File: src/rtl/p_elastic_pipe_reg.sv
// Elastic pipeline register: one main stage plus an optional skid entry, with flush and a
// saturating backpressure-cycle counter.
module p_elastic_pipe_reg #(
    parameter int unsigned WIDTH   = 32,
    parameter int unsigned SKID_EN = 1,
    parameter int unsigned CNT_W   = 16
) (
    input  logic             clk,
    input  logic             rst,
    input  logic             flush,
    input  logic             in_valid,
    output logic             in_ready,
    input  logic [WIDTH-1:0] in_data,
    output logic             out_valid,
    input  logic             out_ready,
    output logic [WIDTH-1:0] out_data,
    output logic [1:0]       occupancy,
    output logic [CNT_W-1:0] stall_count
);

    typedef enum logic [1:0] {StEmpty, StOne, StTwo} state_e;

    state_e           state_q, state_d;
    logic [WIDTH-1:0] main_q, main_d;
    logic [WIDTH-1:0] skid_q, skid_d;
    logic [CNT_W-1:0] stall_q, stall_d;
    logic             in_fire, out_fire;

    // rst masks the handshake outputs so nothing fires while reset is held.
    always_comb begin
        out_valid = (state_q != StEmpty) && !rst;
        if (SKID_EN != 0) begin
            in_ready = (state_q != StTwo) || rst;
        end else begin
            in_ready = !out_valid || out_ready || rst;
        end
        unique case (state_q)
            StOne:   occupancy = 2'd1;
            StTwo:   occupancy = 2'd2;
            default: occupancy = 2'd0;
        endcase
        if (rst) begin
            occupancy = 2'd0;
        end
    end

    assign out_data    = main_q;
    assign stall_count = stall_q;
    assign in_fire     = in_valid && in_ready;
    assign out_fire    = out_valid && out_ready;

    always_comb begin
        state_d = state_q;
        main_d  = main_q;
        skid_d  = skid_q;
        unique case (state_q)
            StEmpty: begin
                if (in_fire) begin
                    state_d = StOne;
                    main_d  = in_data;
                end
            end
            StOne: begin
                if (in_fire && out_fire) begin
                    main_d = in_data;
                end else if (in_fire && (SKID_EN != 0)) begin
                    state_d = StTwo;
                    skid_d  = in_data;
                end else if (out_fire) begin
                    state_d = StEmpty;
                end
            end
            StTwo: begin
                if (out_fire) begin
                    state_d = StOne;
                    main_d  = skid_q;
                end
            end
            default: state_d = StEmpty;
        endcase
        // Flush discards everything in flight, including a coincident accept.
        if (flush) begin
            state_d = StEmpty;
            main_d  = main_q;
            skid_d  = skid_q;
        end
    end

    always_comb begin
        stall_d = stall_q;
        if (out_valid && !out_ready && !flush && (stall_q != {CNT_W{1'b1}})) begin
            stall_d = stall_q + {{(CNT_W-1){1'b0}}, 1'b1};
        end
    end

    always_ff @(posedge clk) begin
        if (rst) begin
            state_q <= StEmpty;
            main_q  <= '0;
            skid_q  <= '0;
            stall_q <= '0;
        end else begin
            state_q <= state_d;
            main_q  <= main_d;
            skid_q  <= skid_d;
            stall_q <= stall_d;
        end
    end

endmodule

File: config.mk
export PLATFORM = sky130hd
export DESIGN_NAME = p_elastic_pipe_reg
export DESIGN_NICKNAME = d
export VERILOG_FILES = /design/src/rtl/p_elastic_pipe_reg.sv
export SDC_FILE = /design/constraint.sdc
export NUM_CORES = 1
export LEC_CHECK = 0
export ABC_CLOCK_PERIOD_IN_PS = 5020
export CORE_MARGIN = 10
export CORE_UTILIZATION = 53
export DETAILED_ROUTE_END_ITERATION = 6
export HOLD_SLACK_MARGIN = 0.12
export PLACE_DENSITY = 0.87
export SYNTH_ARGS = -nofsm -noshare
export SYNTH_HDL_FRONTEND = slang
export SYNTH_SLANG_ARGS = --single-unit
File: constraint.sdc
create_clock -name clk -period 5.02 [get_ports clk]
set_input_delay 0.753 -clock clk [delete_from_list [all_inputs] [get_ports clk]]
set_output_delay 0.753 -clock clk [all_outputs]
set_load 0.005 [all_outputs]
==> impl_metrics.yaml, run 1 <==
drt:
  vias_per_cell: 5.59
  firstDrtPassIters: 4
  drtAntennaViolNets: 0
  drc: 0
  avgRoutedWirePerCell_um: 15.8
  wl_mm: 8.81
  vias: 3124
  drtIter0Drc: 184
grt:
  grt_first_pass_wirelength_mm: 14.0
  grt_overflow: 0
  grt_use_met2_pct: 27.5
  grt_pass1_vias: 2946
  grt.busiest_layer: "met2"
  use_met1_pct: 19.4
  antenna_found_initial: 0
  grt_max_degree: 52
  grtUsageTotal_pct: 16.5
  grt_use_met3_pct: 5.17
synth:
  async_reset_ff_share_pct: 0
  ys_seq_area_share_pct: 46.8
  yosys_warnings: 0
  synth_top_cell_by_area: "dfxtp_1"
  synth_edf_count: 0
  synth_ff_type: "dfxtp_1"
  synth_area_mm2: 0.00351
  synth.top_cell.area_share_pct: 46.8
  synth_seq_cells: 82
  yosysMostFrequentCell: "dfxtp_1"
  synth_commonest_cells: "82 x dfxtp_1, 67 x nand2_1, 46 x nor2_1"
  syn-mean-instance-area_um2: 8.67
  yosysUniqueCellTypes: 45
  synth_nets: 443
  syn-instance-count: 405
  synthTopCellsByArea: "dfxtp_1 47%, mux2i_1 9.1%, a211oi_1 7.3%, nand2_1 7.2%, a21oi_1 6.0%"
power:
  p_seq_share_pct: 53.0
  power.net_switching_mw: 0.299
  p_sw_share_pct: 23.0
  vdd_drop_max_v: 0.000184
  power_density_mw_per_mm2: 283
  pwr-share-clk_pct: 35.1
  internal-power_mw: 1.00
  comb_power_share_pct: 12.0
  leakage_nw: 1.77
outcome:
  status: "finished, final reports clean"
worst_setup_path:
  crit_type: "input port to primary output"
  start_kind: "input port"
  arrival_ns: 2.54
  reg2reg_depth: 5
  worst-path-max-fanout: 51
  required_ns: 4.27
  crit_path_end_kind: "primary output"
timing:
  slew_headroom_pct: 19.6
  drv_slew: 0
  setup_tns_ns: 0
  clock-skew-final_ns: 0.00893
  fmax_mhz: 304
  setup_ws_ns: 1.73
  min_period_ns: 3.29
  rsz0062_at_grt: "false"
  hold_viol_final: 0
  period_share_pct: 65.6
  setup_violations: 0
  worst_slew_pin_slew_ns: 1.20
floorplanning:
  core_mm2: 0.00639
  io_pins: 89
  die-area_mm2: 0.0103
  initial_core_util_pct: 55.0
  die_x_um: 101
  std_cell_rows: 29
  die_h_um: 101
clock_network:
  clk_latency_ns: 0.34
  tritoncts: "done"
  cts_max_level: 3
  cts.sinks: 82
  post_cts_buffers: 0
  cts.clk_slew.worst_paths_ns: 0.07
  cts-root-buf: "clkbuf_8"
  ctsHoldBuffers: 0
  cts_made_buffers: 9
  ctsResizeCount: 0
  cts_buffer_depth: 2
placement:
  port_buffers: 88
  gp_congestion: 0.837
  dpl_worst_slack_ns: 1.74
  dp_hpwl_mm: 6.08
hold_path:
  hp-class: "register to register"
  hold_path_depth: 2
finish:
  n_antenna_cell: 0
  drive_above_1_share_pct: 5.19
  synthToLayoutAreaGrowth_pct: 30.7
  finish.net_count: 516
job:
  max-cap-violations: 0
-- cell families after synthesis --
group           share of synthesized area [%]
compound gates                           17.8
fa+ha+maj                               0.356
buf+inv                                  4.10
flops                                    46.8
mux                                      10.4
simple gates                             20.6
-- layer usage --
metal / vias up / wire, um
met5: - / 0
met1: 1445 / 3700
met4: 0 / 104
li1: 1588 / -
met2: 82 / 4340
met3: 9 / 665
-- flip-flops by register name, summed over array words and instances (netlist names) --
signal / count
out_data: 32
skid_q: 32
stall_count: 16
state_q: 2
-- worst max-delay path, stage by stage --
cell	delay, ns
buf_2	0.69
buf_4	0.51
nor2_1	0.09
clkdlybuf4s50_1	0.46
-- placed cells by master, fill, tap and decap left out, types with 3 or more instances in the layout --
cell             synthesis  final
nand4_1                  3      3
or3_1                    3      3
nor2b_1                  3      3
mux2i_1                 32     32
a211oi_1                34     34
mux2_1                   4      4
clkdlybuf4s50_1          0     87
a21oi_1                 42     42
a31oi_1                  3      3
nor3_1                   3      3
inv_1                    6      6
nor2_1                  46     46
nor4_1                   3      3
buf_4                    0      4
nand2_1                 67     67
nand3_1                  5      5
clkbuf_8                 0     10
o21ai_0                  3      3
nor4_2                   3      3
dfxtp_1                 82     82
-- power by group through the flow --
stage | registers, mW | clock network (mW) | logic [mW]
floorplan | 0.703 | 0 | 0.0657
global placement | 0.703 | 0 | 0.152
detailed placement | 0.704 | 0 | 0.155
CTS | 0.689 | 0.465 | 0.157
global route | 0.692 | 0.486 | 0.170
finish | 0.689 | 0.456 | 0.156
-- stage by stage --
| step | hold slack (ns) | std cells | utilization (%) | total power, mW | area (um2) |
|---|---|---|---|---|---|
| finish | 0.454 | 559 | 71.8 | 1.30 | 4590 |
| global placement | 0.440 | 544 | 68.9 | 0.855 | 4400 |
| floorplan | 0.436 | 405 | - | 0.768 | 3510 |
| CTS | 0.457 | 559 | 71.8 | 1.31 | 4590 |
| global route | 0.480 | 559 | 71.8 | 1.35 | 4590 |
| detailed placement | 0.446 | 544 | 68.9 | 0.860 | 4400 |
-- layout make-up --
cell class                      instances  area (um2)
Fill cell                             477        1800
Tap cell                               77        96.3
Multi-Input combinational cell        287        1740
Clock buffer                           12         145
Clock inverter                          3        40.0
Timing Repair Buffer                   92         906
Inverter                                6        22.5
Sequential cell                        82        1640
-- worst paths after layout --
| check | from | endpoint | slack (ns) |
|---|---|---|---|
| min | skid_q[27] | skid_q[27] | 0.45 |
| max | rst | out_valid | 1.73 |
| max reg2reg | state_q[1] | out_data[1] | 2.55 |
| min reg2reg | skid_q[27] | skid_q[27] | 0.45 |
No activity file was read; power rests on OpenSTA's default activity.
==> inputs of run 2 (changes only) <==
ABC_CLOCK_PERIOD_IN_PS = 3310   (was 5020)
CORE_UTILIZATION = 49   (was 53)
PLACE_DENSITY = 0.82   (was 0.87)
clock period = 3.31 ns   (was 5.02 ns; I/O delays follow)
==> run 2 against run 1 <==
Against the previous run:
- register-to-register slack got worse by 1.4 ns
- clock power grew 80%
- largest cell class unchanged
- die area increased by 6.5%
==> impl_metrics.yaml, run 2 (synthesized netlist as in run 1, its figures left out) <==
outcome:
  status: "finished, final reports clean"
timing:
  worst_slew_pin_slew_ns: 0.647
  clock-skew-final_ns: 0.0138
  rsz0062_at_grt: "false"
  fmax_mhz: 418
  setup_violations: 0
  period_share_pct: 72.3
  slew_headroom_pct: 56.5
  min_period_ns: 2.39
  hold_viol_final: 0
  drv_slew: 0
  hold_slack_ns: 0.456
  setup_tns_ns: 0
hold_path:
  hold_path_depth: 2
  min_from: "skid_q[13]"
  min_to: "skid_q[13]"
  hp-class: "register to register"
placement:
  port_buffers: 88
  place_inst: 565
  dp_hpwl_mm: 6.35
  placed_cell_area_mm2: 0.00444
  gp_congestion: 0.866
grt:
  grt_first_pass_wirelength_mm: 15.4
  grt_overflow: 0
  grt_max_degree: 63
  grtUsageTotal_pct: 16.5
  grt_pass1_vias: 3020
  antenna_found_initial: 0
finish:
  fill_cells: 574
  final_common_cell: "clkdlybuf4s50_1"
  final_cell_mix: "87 x clkdlybuf4s50_1, 82 x dfxtp_1, 67 x nand2_1"
  n_antenna_cell: 0
  drive_above_1_share_pct: 5.98
  finish.net_count: 518
  final_cell_area_mm2: 0.00467
  synthToLayoutAreaGrowth_pct: 33.0
  finalNonFillerCells: 581
floorplanning:
  die_x_um: 105
  io_pins: 89
  die-area_mm2: 0.0110
  std_cell_rows: 30
  die_h_um: 105
  initial_core_util_pct: 51.1
  core_mm2: 0.00687
clock_network:
  cts.clk_slew.worst_paths_ns: 0.09
  ctsHoldBuffers: 0
  cts-root-buf: "clkbuf_8"
  clk_latency_ns: 0.35
  post_cts_buffers: 0
  ctsResizeCount: 0
  cts_max_level: 3
  cts_buffer_depth: 2
  cts.sinks: 82
  tritoncts: "done"
  cts_made_buffers: 9
drt:
  firstDrtPassIters: 4
  vias: 3160
  drtAntennaViolNets: 0
  drtIter0Drc: 131
  wl_mm: 9.07
  vias_per_cell: 5.44
  drc: 0
  avgRoutedWirePerCell_um: 15.6
power:
  vdd_drop_max_v: 0.000276
  power_mw: 2.10
  leakage_nw: 1.79
  pwr-share-clk_pct: 39.1
  internal-power_mw: 1.61
  p_seq_share_pct: 49.7
  p_sw_share_pct: 23.5
  power.net_switching_mw: 0.494
  comb_power_share_pct: 11.3
  power_density_mw_per_mm2: 450
worst_setup_path:
  r2r_slack_ns: 1.15
  rr_startpoint: "stall_count[0]"
  reg2reg_depth: 5
  crit_type: "input port to register"
  arrival_ns: 2.64
  required_ns: 3.56
  critPathMaxStageDelay_ns: 0.57
  worst-path-max-fanout: 7
  crit_path_end_kind: "register"
  r2r_end: "stall_count[1]"
  crit_slowest_cell: "nor4_2"
  start_kind: "input port"
  cp_cell_sequence: "clkdlybuf4s50_1 -> or3_1 -> nor4_2 -> o2111ai_1 -> mux2_1"
job:
  max-cap-violations: 0
[run 2: cell types whose count changed in the layout (fill, tap and decap cells not counted)]
| cell | previous run | this run |
|---|---|---|
| clkbuf_1 | 2 | 1 |
| clkinvlp_4 | 0 | 2 |
| clkinv_2 | 2 | 0 |
| inv_8 | 0 | 1 |
| bufinv_16 | 1 | 2 |
| buf_4 | 4 | 6 |
[run 2: final cells by class]
type	instances	area [um2]	area share, %
timing repair buffer	94	921	19.7
inverter	6	22.5	0.482
sequential	82	1640	35.2
clock buffer	11	141	3.03
multi-input combinational	287	1740	37.2
clock inverter	5	86.3	1.85
tap	96	120	2.57
[run 2: through the flow]
step	worst slack [ns]	utilization (%)
final	0.917	68.0
after global routing	0.792	68.0
after CTS	0.957	68.0
after detailed placement	0.570	64.7
after global placement	0.644	64.7
after floorplan	1.23	-
[run 2: worst max-delay path: cells and delay by family]
family | cells | cell delay [ns]
AO/OA/AOI/OAI | 1 | 0.22
buffers and inverters | 1 | 0.50
multiplexers | 1 | 0.34
AND/OR/NAND/NOR | 2 | 1.08
[run 2: worst max-delay path by stage]
stage / from / end / slack, ns / cells past startpoint
after floorplan: rst / stall_count[6] / 1.23 / 6
after global placement: out_ready / stall_count[13] / 0.64 / 5
after detailed placement: out_ready / stall_count[13] / 0.57 / 5
after CTS: out_ready / stall_count[13] / 0.96 / 5
after global routing: out_ready / stall_count[13] / 0.79 / 5
final: out_ready / stall_count[13] / 0.92 / 5
[run 2: power by group through the flow]
| stage | Clock [mW] | Sequential [mW] | Combinational (mW) |
|---|---|---|---|
| after floorplan | 0 | 1.07 | 0.0997 |
| after global placement | 0 | 1.06 | 0.234 |
| after detailed placement | 0 | 1.07 | 0.239 |
| after CTS | 0.833 | 1.04 | 0.240 |
| after global routing | 0.885 | 1.05 | 0.262 |
| final | 0.820 | 1.04 | 0.237 |
[run 2: metal layers]
| metal | global-route usage [%] | vias up | wire [um] | part of all wire, % |
|---|---|---|---|---|
| li1 | - | 1592 | - | - |
| met1 | 21.4 | 1457 | 4090 | 45 |
| met2 | 25.9 | 98 | 4320 | 48 |
| met3 | 4.12 | 13 | 555 | 6.1 |
| met4 | 5.69 | 0 | 103 | 1.1 |
| met5 | 0 | - | 0 | 0 |
==> inputs of run 3 (changes only) <==
ABC_CLOCK_PERIOD_IN_PS = 2100   (was 3310)
CORE_UTILIZATION = 44   (was 49)
PLACE_DENSITY = 0.78   (was 0.82)
clock period = 2.1 ns   (was 3.31 ns; I/O delays follow)
==> run 3 against run 2 <==
Against the previous run:
- sequential power grew 58%
- register-to-register slack got worse by 0.98 ns
- first-iteration DRC count up 3.8%
- flip-flop and latch count unchanged
- worst hold slack worse by 0.15 ns
- power rose by 58%
- critical path type is now register to primary output
==> impl_metrics.yaml, run 3 (synthesized netlist as in run 1, its figures left out) <==
clock_network:
  ctsHoldBuffers: 0
  clk_latency_ns: 0.34
  cts_made_buffers: 9
  cts_max_level: 3
  cts.clk_slew.worst_paths_ns: 0.08
  tritoncts: "done"
  post_cts_buffers: 0
  ctsResizeCount: 0
  cts.sinks: 82
  cts_buffer_depth: 2
  cts-root-buf: "clkbuf_8"
finish:
  drive_above_1_share_pct: 9.04
  multi_input_area_mm2: 0.00175
  synthToLayoutAreaGrowth_pct: 37.4
  fill_cells: 675
  final_cell_mix: "87 x clkdlybuf4s50_1, 81 x dfxtp_1, 67 x nand2_1"
  seqCellArea_mm2: 0.00164
  finish.net_count: 531
  n_antenna_cell: 0
  final_common_cell: "clkdlybuf4s50_1"
timing:
  worst_slew_pin_slew_ns: 0.816
  slew_headroom_pct: 45.6
  rsz0062_at_grt: "false"
  setup_violations: 0
  drv_slew: 0
  setup_ws_ns: 0.105
  fmax_mhz: 501
  min_period_ns: 1.99
  hold_viol_final: 0
  clock-skew-final_ns: 0.00962
  period_share_pct: 95.0
job:
  max-cap-violations: 0
drt:
  drtIter0Drc: 136
  vias_per_cell: 5.27
  drtAntennaViolNets: 0
  avgRoutedWirePerCell_um: 15.0
  wl_mm: 8.99
  drc: 0
  vias: 3160
  firstDrtPassIters: 4
power:
  p_sw_share_pct: 23.2
  power_mw: 3.31
  power.net_switching_mw: 0.767
  pwr-share-clk_pct: 38.7
  leakage_nw: 1.87
  internal-power_mw: 2.54
  power_density_mw_per_mm2: 687
  vdd_drop_max_v: 0.000380
  comb_power_share_pct: 11.7
  p_seq_share_pct: 49.6
worst_setup_path:
  crit_type: "register to primary output"
  rr_startpoint: "stall_count[0]"
  crit_path_end_kind: "primary output"
  worst-path-max-fanout: 10
  cp_cell_sequence: "nand2b_2 -> nand2b_1 -> inv_1 -> clkdlybuf4s50_1"
  required_ns: 1.78
  arrival_ns: 1.68
  reg2reg_depth: 7
  crit_slowest_cell: "dfxtp_1"
  critPathMaxStageDelay_ns: 0.51
  r2r_slack_ns: 0.17
  start_kind: "register"
  r2r_end: "stall_count[7]"
hold_path:
  min_from: "rst"
  hold_path_depth: 3
  min_to: "state_q[1]"
  hp-class: "input port to register"
placement:
  gp_congestion: 0.906
  dp_hpwl_mm: 6.37
  dpl_worst_slack_ns: -0.282
  port_buffers: 88
floorplanning:
  initial_core_util_pct: 45.4
  die_x_um: 109
  std_cell_rows: 32
  die_h_um: 109
  io_pins: 89
  core_mm2: 0.00773
  die-area_mm2: 0.0120
outcome:
  status: "finished, final reports clean"
grt:
  grt_max_degree: 81
  grtUsageTotal_pct: 15.2
  grt_overflow: 0
  antenna_found_initial: 0
  grt_first_pass_wirelength_mm: 14.9
  grt_pass1_vias: 3122
run 3: routing by layer:
layer	routed length, um	share of wire [%]	vias up	global-route usage, %
met5	0	0	-	0
met4	190	2.1	0	6.41
met3	577	6.4	16	4.80
met2	4350	48	74	25.1
met1	3870	43	1448	17.8
li1	-	-	1622	-
run 3: worst max-delay path by stage:
| stage | from | endpoint | slack (ns) | cells after the start |
|---|---|---|---|---|
| CTS | state_q[0] | occupancy[1] | 0.05 | 4 |
| floorplan | rst | stall_count[6] | 0.20 | 6 |
| finish | state_q[1] | occupancy[1] | 0.11 | 4 |
| detailed placement | flush | stall_count[5] | -0.28 | 5 |
| global placement | flush | stall_count[7] | -0.21 | 5 |
| global route | state_q[1] | occupancy[1] | 0.01 | 4 |
run 3: critical path: cells and delay by family, from the launching register on:
kind,cells,cell delay (ns)
buffers and inverters,2,0.55
DFF,1,0.51
and+or+nand+nor,2,0.27
run 3: metrics by stage:
step                setup TNS, ns  utilization (%)  cell area [um2]  instances  hold WS (ns)
floorplan                       0                -             3510        405         0.391
CTS                             0             62.3             4810        600         0.283
global route                    0             62.4             4820        600         0.314
finish                          0             62.4             4820        600         0.309
global placement            -2.92             59.3             4580        584         0.441
detailed placement          -4.76             59.3             4580        584         0.448
run 3: final cells by class:
type | instances | share of cell area (%)
Timing Repair Buffer | 107 | 21.9
Clock buffer | 11 | 2.93
Tap cell | 102 | 2.65
Inverter | 6 | 0.467
Clock inverter | 5 | 1.76
Sequential cell | 82 | 34.1
Multi-Input combinational cell | 287 | 36.2
run 3: power groups by stage:
stage          Clock [mW]  Combinational, mW  Sequential (mW)
4_1_cts              1.32              0.393             1.64
3_5_place_dp            0              0.391             1.68
5_1_grt              1.39              0.427             1.65
3_3_place_gp            0              0.384             1.68
2_1_floorplan           0              0.157             1.68
6_report             1.28              0.388             1.64
